==> src/rtl/eros_pwr_seq.sv <==
`default_nettype none
// ============================================================================
// Module      : eros_pwr_seq
// Description : Always-on power/clock sequencer for the EROS cluster. Steps
//               clock gate, bank retention, bank power switches and cluster
//               reset through an acknowledged power-down / power-up sequence.
//               Optional feature macro: EROS_PWR_RETENTION_EN (defined ->
//               retention steps used, cluster reset held high; undefined ->
//               retention skipped, cluster restarts cold).
// Revision    : 1.0 - initial release
// ============================================================================
module eros_pwr_seq #(
    parameter int unsigned NHARTS        = 3,
    parameter int unsigned N_BANKS       = 2,
    parameter int unsigned IDLE_CYCLES   = 16,
    parameter int unsigned SETTLE_CYCLES = 4,
    parameter int unsigned ACK_TIMEOUT   = 255
) (
    input  logic               clk_i,
    input  logic               rst_ni,
    input  logic               sleep_req_i,
    input  logic               wake_i,
    input  logic [NHARTS-1:0]  hart_sleep_i,
    output logic               en_o,
    output logic               eros_rst_no,
    output logic [N_BANKS-1:0] pwrgate_no,
    input  logic [N_BANKS-1:0] pwrgate_ack_ni,
    output logic [N_BANKS-1:0] set_retentive_no,
    output logic               busy_o,
    output logic               off_o,
    output logic               error_o,
    input  logic               error_clr_i
);

    // One shared dwell/idle/ack counter, wide enough for the largest limit.
    localparam int unsigned c_MAX_A   = (IDLE_CYCLES > SETTLE_CYCLES) ? IDLE_CYCLES : SETTLE_CYCLES;
    localparam int unsigned c_MAX_LIM = (c_MAX_A > ACK_TIMEOUT) ? c_MAX_A : ACK_TIMEOUT;
    localparam int unsigned c_CNT_W   = $clog2(c_MAX_LIM) + 1;

    localparam logic [c_CNT_W-1:0] c_IDLE_LAST   = c_CNT_W'(IDLE_CYCLES - 1);
    localparam logic [c_CNT_W-1:0] c_SETTLE_LAST = c_CNT_W'(SETTLE_CYCLES - 1);
    localparam logic [c_CNT_W-1:0] c_ACK_LAST    = c_CNT_W'(ACK_TIMEOUT - 1);

    typedef enum logic [3:0] {
        S_ACTIVE    = 4'd0,
        S_IDLE_WAIT = 4'd1,
        S_CLK_OFF   = 4'd2,
        S_RET_ON    = 4'd3,
        S_PWR_OFF   = 4'd4,
        S_OFF       = 4'd5,
        S_PWR_ON    = 4'd6,
        S_RET_OFF   = 4'd7,
        S_CLK_ON    = 4'd8
    } state_t;

    state_t               r_state;
    state_t               w_state_nxt;
    logic [c_CNT_W-1:0]   r_cnt;
    logic [c_CNT_W-1:0]   w_cnt_nxt;
    logic                 r_wake_pend;
    logic                 w_wake_pend_nxt;
    logic                 w_all_asleep;
    logic                 w_ack_off;
    logic                 w_ack_on;
    logic                 w_settled;
    logic                 w_ack_expired;
    logic                 w_timeout;
    logic                 w_in_down;

    logic                 r_en;
    logic                 r_rst_n;
    logic                 r_pwr_n;
    logic                 r_ret_n;
    logic                 r_busy;
    logic                 r_off;
    logic                 r_error;
    logic                 w_en_nxt;
    logic                 w_rst_n_nxt;
    logic                 w_pwr_n_nxt;
    logic                 w_ret_n_nxt;
    logic                 w_busy_nxt;
    logic                 w_off_nxt;
    logic                 w_error_nxt;

    assign w_all_asleep  = &hart_sleep_i;
    assign w_ack_off     = ~|pwrgate_ack_ni;
    assign w_ack_on      = &pwrgate_ack_ni;
    assign w_settled     = (r_cnt == c_SETTLE_LAST);
    assign w_ack_expired = (r_cnt == c_ACK_LAST);
    assign w_in_down     = (r_state inside {S_CLK_OFF, S_RET_ON, S_PWR_OFF});

    // ------------------------------------------------------------------------
    // Next-state logic
    // ------------------------------------------------------------------------
    always_comb begin
        w_state_nxt = r_state;
        w_timeout   = 1'b0;
        unique case (r_state)
            S_ACTIVE: begin
                if (sleep_req_i) begin
                    w_state_nxt = S_IDLE_WAIT;
                end
            end
            S_IDLE_WAIT: begin
                if (wake_i) begin
                    w_state_nxt = S_ACTIVE;
                end else if (w_all_asleep && (r_cnt == c_IDLE_LAST)) begin
                    w_state_nxt = S_CLK_OFF;
                end
            end
            S_CLK_OFF: begin
                if (w_settled) begin
`ifdef EROS_PWR_RETENTION_EN
                    w_state_nxt = S_RET_ON;
`else
                    w_state_nxt = S_PWR_OFF;
`endif
                end
            end
            S_RET_ON: begin
                if (w_settled) begin
                    w_state_nxt = S_PWR_OFF;
                end
            end
            S_PWR_OFF: begin
                if (w_ack_off) begin
                    w_state_nxt = S_OFF;
                end else if (w_ack_expired) begin
                    w_timeout   = 1'b1;
                    w_state_nxt = S_OFF;
                end
            end
            S_OFF: begin
                if (wake_i || r_wake_pend) begin
                    w_state_nxt = S_PWR_ON;
                end
            end
            S_PWR_ON: begin
                if (w_ack_on || w_ack_expired) begin
                    w_timeout = !w_ack_on;
`ifdef EROS_PWR_RETENTION_EN
                    w_state_nxt = S_RET_OFF;
`else
                    w_state_nxt = S_CLK_ON;
`endif
                end
            end
            S_RET_OFF: begin
                if (w_settled) begin
                    w_state_nxt = S_CLK_ON;
                end
            end
            S_CLK_ON: begin
                if (w_settled) begin
                    w_state_nxt = S_ACTIVE;
                end
            end
            default: begin
                w_state_nxt = S_ACTIVE;
            end
        endcase
    end

    // Counter restarts on every state change; in IDLE_WAIT it also restarts
    // whenever any hart is awake.
    always_comb begin
        w_cnt_nxt = r_cnt;
        if (w_state_nxt != r_state) begin
            w_cnt_nxt = '0;
        end else if ((r_state == S_IDLE_WAIT) && !w_all_asleep) begin
            w_cnt_nxt = '0;
        end else if (!(&r_cnt)) begin
            w_cnt_nxt = r_cnt + 1'b1;
        end
    end

    // A wake seen while powering down is remembered so OFF is left at once.
    assign w_wake_pend_nxt = w_in_down ? (r_wake_pend | wake_i) : 1'b0;

    // ------------------------------------------------------------------------
    // Output decode from the next state, so each change lands in the first
    // cycle of the state that makes it.
    // ------------------------------------------------------------------------
    always_comb begin
        w_en_nxt    = !(w_state_nxt inside {S_CLK_OFF, S_RET_ON, S_PWR_OFF,
                                            S_OFF, S_PWR_ON, S_RET_OFF});
        w_pwr_n_nxt = !(w_state_nxt inside {S_PWR_OFF, S_OFF});
`ifdef EROS_PWR_RETENTION_EN
        w_ret_n_nxt = !(w_state_nxt inside {S_RET_ON, S_PWR_OFF, S_OFF, S_PWR_ON});
        w_rst_n_nxt = 1'b1;
`else
        w_ret_n_nxt = 1'b1;
        w_rst_n_nxt = !(w_state_nxt inside {S_PWR_OFF, S_OFF, S_PWR_ON, S_CLK_ON});
`endif
        w_busy_nxt  = !(w_state_nxt inside {S_ACTIVE, S_OFF});
        w_off_nxt   = (w_state_nxt == S_OFF);
        // A timeout in the same cycle as a clear keeps the flag set.
        w_error_nxt = r_error;
        if (w_timeout) begin
            w_error_nxt = 1'b1;
        end else if (error_clr_i) begin
            w_error_nxt = 1'b0;
        end
    end

    // ------------------------------------------------------------------------
    // State register
    // ------------------------------------------------------------------------
    always_ff @(posedge clk_i or negedge rst_ni) begin
        if (!rst_ni) begin
            r_state     <= S_ACTIVE;
            r_cnt       <= '0;
            r_wake_pend <= 1'b0;
        end else begin
            r_state     <= w_state_nxt;
            r_cnt       <= w_cnt_nxt;
            r_wake_pend <= w_wake_pend_nxt;
        end
    end

    // ------------------------------------------------------------------------
    // Output registers
    // ------------------------------------------------------------------------
    always_ff @(posedge clk_i or negedge rst_ni) begin
        if (!rst_ni) begin
            r_en    <= 1'b1;
            r_rst_n <= 1'b1;
            r_pwr_n <= 1'b1;
            r_ret_n <= 1'b1;
            r_busy  <= 1'b0;
            r_off   <= 1'b0;
            r_error <= 1'b0;
        end else begin
            r_en    <= w_en_nxt;
            r_rst_n <= w_rst_n_nxt;
            r_pwr_n <= w_pwr_n_nxt;
            r_ret_n <= w_ret_n_nxt;
            r_busy  <= w_busy_nxt;
            r_off   <= w_off_nxt;
            r_error <= w_error_nxt;
        end
    end

    assign en_o             = r_en;
    assign eros_rst_no      = r_rst_n;
    assign pwrgate_no       = {N_BANKS{r_pwr_n}};
    assign set_retentive_no = {N_BANKS{r_ret_n}};
    assign busy_o           = r_busy;
    assign off_o            = r_off;
    assign error_o          = r_error;

endmodule
`default_nettype wire
==> config.mk <==
export PLATFORM = sky130hd
export DESIGN_NAME = eros_pwr_seq
export DESIGN_NICKNAME = d
export VERILOG_FILES = /design/src/rtl/eros_pwr_seq.sv
export SDC_FILE = /design/constraint.sdc
export NUM_CORES = 1
export LEC_CHECK = 0
export ABC_CLOCK_PERIOD_IN_PS = 2890
export BUFFER_PORTS_ARGS = -buffer_cell sky130_fd_sc_hd__buf_2
export CAP_MARGIN = 20
export CORE_ASPECT_RATIO = 0.8
export CORE_MARGIN = 2
export CORE_UTILIZATION = 60
export CTS_CLUSTER_SIZE = 14
export DETAILED_ROUTE_END_ITERATION = 7
export PLACE_DENSITY = 0.79
export SLEW_MARGIN = 20
export SYNTH_ARGS = -nofsm -noshare
export SYNTH_HDL_FRONTEND = slang
export SYNTH_SLANG_ARGS = --single-unit
==> constraint.sdc <==
create_clock -name clk_i -period 2.89 [get_ports clk_i]
set_input_delay 0 -clock clk_i [delete_from_list [all_inputs] [get_ports clk_i]]
set_output_delay 0 -clock clk_i [all_outputs]
set_load 0.02 [all_outputs]
# ---- Word-level counts from Yosys, hierarchy flattened
# Cells that the tools add are included.
dict set report totals {
  ff_bits 20
  latchBits 0
  ramBits 0
  romBits 0
  out_inout_bits 9
  word_cells 75
  mem_count 0
}
dict set report classes {
  addsub 1
  multipliers 0
  div 0
  n_lt_le_gt_ge 0
  n_eq_ne 20
  shift 0
  muxes 21
  bitwise 1
  n_reduce_logical 23
}
# operator count
set ops {}
lappend ops {{4-bit 2-to-1 mux} 10}
lappend ops {{4-bit by 3-bit equality test with 1-bit output, second input constant} 8}
lappend ops {{4-bit case mux with 8 select lines} 1}
lappend ops {{9-bit 2-to-1 mux} 3}
lappend ops {{4-bit by 2-bit equality test with 1-bit output, second input constant} 4}
lappend ops {{9-bit by 1-bit adder with 9-bit output, second input constant} 1}
lappend ops {{9-bit by 2-bit equality test with 1-bit output, second input constant} 1}
lappend ops {{9-bit by 4-bit equality test with 1-bit output, second input constant} 1}
lappend ops {{9-bit by 8-bit equality test with 1-bit output, second input constant} 1}
lappend ops {{9-bit AND reduction} 1}
lappend ops {{4-bit equality test, second input constant} 2}
lappend ops {{4-bit zero test} 2}
lappend ops {{1-bit zero test} 6}
lappend ops {{1-bit 2-to-1 mux} 6}
lappend ops {{2-bit nonzero test} 3}
lappend ops {{6-bit nonzero test} 1}
lappend ops {{4-bit by 1-bit equality test with 1-bit output, second input constant} 1}
lappend ops {{4-bit inequality test} 1}
lappend ops {{4-bit nonzero test} 1}
lappend ops {{2-bit OR reduction} 2}
lappend ops {{3-bit inequality test, second input constant} 1}
lappend ops {{3-bit AND reduction} 1}
lappend ops {{3-bit nonzero test} 1}
lappend ops {{1-bit logical AND} 2}
lappend ops {{4 further kinds} 5}

# ---- Logic depth before layout (Yosys ltp)
dict set report logic_depth {
  word_depth 8
  depth_mapped 10
  mapped_depth_nobuf 9
}

# ---- Worst setup path after synthesis
# No wires, ideal clock.
dict set report synth_path {
  path_kind {register -> register}
  from {reg r_cnt[0]}
  to {reg r_busy (netlist: busy_o)}
  arrival_time_ns 1.837
  slack_ns 0.920
  stages_incl_launch_ff 8
  path_buffers 0
  path_cell_list {dfrtp_1 > ha_1 > nor4b_4 > and3_1 > o22ai_1 > a211o_1 > nor3_4 > mux2i_1}
}
dict set report synth_between {
  elab_chain_len 8
}
# item line_no
set synth_rtl {}
lappend synth_rtl {{from (decl)} 58} ;# logic [c_CNT_W-1:0] r_cnt;
lappend synth_rtl {{from (signal assigned)} 216} ;# r_cnt <= w_cnt_nxt;
lappend synth_rtl {{9-bit by 4-bit equality test with 1-bit output} 107} ;# end else if (w_all_asleep && (r_cnt == c_IDLE_LAST)) begin
lappend synth_rtl {{1-bit logical AND} 107}
lappend synth_rtl {{4-bit 2-to-1 mux} 107}
lappend synth_rtl {{4-bit 2-to-1 mux} 105} ;# if (wake_i) begin
lappend synth_rtl {{4-bit case mux with 8 select lines (*)} 98} ;# unique case (r_state)
lappend synth_rtl {{via w_state_nxt[1]} 57} ;# state_t w_state_nxt;
lappend synth_rtl {{4-bit by 3-bit equality test with 1-bit output or 4-bit zero test (tied branches)} 195} ;# w_busy_nxt = !(w_state_nxt inside {S_ACTIVE, S_OFF});
lappend synth_rtl {{2-bit nonzero test (*)} 195}
lappend synth_rtl {{1-bit zero test (*)} 195}
lappend synth_rtl {{via w_busy_nxt} 81} ;# logic w_busy_nxt;
lappend synth_rtl {{to (signal assigned)} 238} ;# r_busy <= w_busy_nxt;
lappend synth_rtl {{to (decl)} 74} ;# logic r_busy;
# The timed path passes the listed nets; every way through them passes the cells marked *.
# A chain may end at the register's enable or synchronous reset.

# ---- Worst setup path in the final report
# Ends and elaborated chain as after synthesis.

==> summary.md <==
| Metric | Value |
|---|---|
| Finished Layout Cells | `178` |
| Nets | `167` |
| Gr ovfl total | `0` |
| Hold WC Path Type | `input port to flip-flop` |
| # fillers | `180` |
| Footprint of the multi-input gates | `731 µm²` |
| Die H | `around 46 µm` |
| Critical Path Sink Type | `flip-flop` |
| Commonest non-fill, non-tap cells in the layout | `17 x dfrtp_1, 16 x buf_2, 14 x nor2_1, 10 x nand2_1, 7 x nand4_1` |
| Total Routed Length | `2.77 mm` |
| GRT Resource Usage Total | `0.235` |
| Clock latency on the worst-skew pair | `310 ps` |
| Crit path required time | `3070 ps` |
| # DRC | `0` |
| Max Fclk | `~0.43 GHz` |
| # setup viols final | `0` |
| Post-CTS Setup Repair Bufs | `0` |
| Most common cell after layout, fill and taps aside | `dfrtp_1` |
| Core area | `2120 µm²` |
| Hold WS | `36.8 ps` |
| CTS tree | `done` |
| Share of cells above drive strength 1 | `0.268` |
| Critical Path Source Type | `flip-flop` |
| Max cap viols | `0` |
| Cell total after placement | `between 150 and 200` |
| Outcome | `completed` |
| Detail Placement HPWL | `2.00 mm` |
| Max-slew violation count | `0` |
| RSZ-0062 raised after global routing | `false` |
| Vias in the first global route | `958` |
| CTS max path bufs | `2` |
| VDD IR max | `0.350 mV` |
| Main flop type after synthesis | `dfrtp_1` |
| Starting density of the core | `0.626` |
| Tmin final | `2300 ps` |
| Register bit total from synthesis | `20` |
| First-pass GRT wire length | `~4.5 mm` |
| Die W | `56.6 µm` |
| Async SR Flop Fraction | `1.00` |
| Antenna violations before repair | `0` |
| Crit Path Max Fanout | `7` |
| Cell Pwr Density | `471 nW/µm²` |
| Via density | `6.23` |
| TNS Setup | `0 ps` |
| Register area | `504 µm²` |
| Clock Tree Root | `clkbuf_4` |
| Largest net degree at the start of global routing | `21` |
| Clk sink count | `20` |
| Cell leakage power | `0.645 nW` |
| # resized after CTS | `0` |
| Post-detailed-route count of antenna-violating nets | `0` |
| DRT iter0 DRCs | `40` |
| Synth Area per Inst | `9.55 µm²` |
| Syn Std Cell Area | `1330 µm²` |
| I/O pins | `19` |
| Post-DR wirelength/cell | `15.5 µm` |
| FP Rows | `15` |
| Yosys cell types | `48` |
| Headroom to the max-slew limit | `0.615` |
| Final Cycle Share | `0.797` |
| Die ar. | `approximately 2600 µm²` |
| CTS Buf Count | `3` |
| Clock Skews | `9.97 ps` |
| Crit path DAT | `between 2000 and 2500 ps` |
| Syn Inst Count | `~140` |
| Final hold vios | `0` |
| H-Tree Depth | `1` |
| Clock transition at path regs | `120 ps` |
| Worst slew pin tran | `between 500 and 600 ps` |
| Gpl congestion | `just over 0.9` |
| Number of synthesized flops with an enable pin | `0` |
| Synthesis-to-finish area growth | `9.33%` |
| WS Path Type | `flip-flop to flip-flop` |
| Yosys warning total | `0` |
| N_diodes | `0` |
| 1st-pass router iterations | `4` |
| IO Port Bufs | `16` |
| Via count | `roughly 1,100` |
| Sequential share of the synthesized area | `0.380` |
==> routing by layer <==
| layer | wire, µm | track usage |
|---|---|---|
| met1 | 1360 | 0.330 |
| met2 | 1210 | 0.360 |
| met3 | 165 | 0.0618 |
| met4 | 30 | 0.0714 |
| met5 | 0 | 0 |
==> path summary, 6_finish.rpt <==
check                                startpoint  cells after the start  slack [ps]                    end
setup / recovery           r_cnt[0]$_DFFE_PN0P_                      7         590       busy_o$_DFF_PN0_
hold / removal                           wake_i                      3          40  r_wake_pend$_DFF_PN0_
setup reg to reg           r_cnt[0]$_DFFE_PN0P_                      7         590       busy_o$_DFF_PN0_
hold reg to reg             error_o$_DFFE_PN0P_                      1         500    error_o$_DFFE_PN0P_
max in group asynchronous                rst_ni                      2        2400         en_o$_DFF_PN1_
min in group asynchronous                rst_ni                      2         150   r_cnt[0]$_DFFE_PN0P_
==> flip-flops by register name (all words and copies together) (netlist names) <==
register	cells
eros_rst_no	1
r_wake_pend	1
off_o	1
r_state	4
r_cnt	9
en_o	1
r_pwr_n	1
error_o	1
busy_o	1
==> power breakdown <==
| group | switching [mW] | internal, mW |
|---|---|---|
| Combinational | 0.0856 | 0.0553 |
| Clock | 0.0897 | 0.140 |
| Sequential | 0.0189 | 0.294 |
| Total | 0.194 | 0.489 |
==> cell type report <==
cell class                      instances  share of cell area
Multi-Input combinational cell        103               0.503
Sequential cell                        20               0.347
Timing Repair Buffer                   18              0.0690
Inverter                                8              0.0224
Tap cell                               25              0.0216
Clock inverter                          1              0.0207
Clock buffer                            3              0.0155
==> logic make-up after synthesis <==
family                   share of synthesized area
XOR/XNOR                                    0.0462
buffers and inverters                       0.0726
adder cells (fa/ha/maj)                     0.0283
other                                      0.00282
AND/OR/NAND/NOR                              0.287
flip-flops                                   0.380
multiplexers                                0.0151
AO/OA/AOI/OAI                                0.169
==> stage by stage <==
| stage | utilization | instance area, µm² | setup WS, ps | power [mW] |
|---|---|---|---|---|
| 2_1_floorplan | - | 1330 | 920 | 0.421 |
| 3_3_place_gp | 0.650 | 1380 | 647 | 0.449 |
| 3_5_place_dp | 0.650 | 1380 | 662 | 0.455 |
| 4_1_cts | 0.684 | 1450 | 623 | 0.692 |
| 5_1_grt | 0.684 | 1450 | 480 | 0.724 |
| 6_report | 0.684 | 1450 | 588 | 0.684 |
==> synth_stat cells, types with 4 or more instances <==
| master | number | area, µm² |
|---|---|---|
| a21oi_1 | 4 | 20.0 |
| nor3_2 | 5 | 50.1 |
| nand2_1 | 10 | 37.5 |
| nor3_1 | 6 | 30.0 |
| nand4_1 | 7 | 43.8 |
| nor2_1 | 14 | 52.6 |
| buf_4 | 4 | 30.0 |
| dfrtp_1 | 17 | 425 |
| xor2_1 | 5 | 43.8 |
| inv_1 | 5 | 18.8 |
==> worst max-delay path: stages, from the launching register on <==
cell and delay (ps):
dfrtp_1 430, ha_1 210, nor4b_4 420, and3_1 260
o22ai_1 140, a211o_1 370, nor3_4 250, mux2i_1 90
==> repair_timing <==
action,4_1_cts,5_1_grt
hold buffers,2,0
setup endpoints to repair,0,0
hold endpoints to repair,21,0
Note: power is estimated with default switching activity, not from simulation.
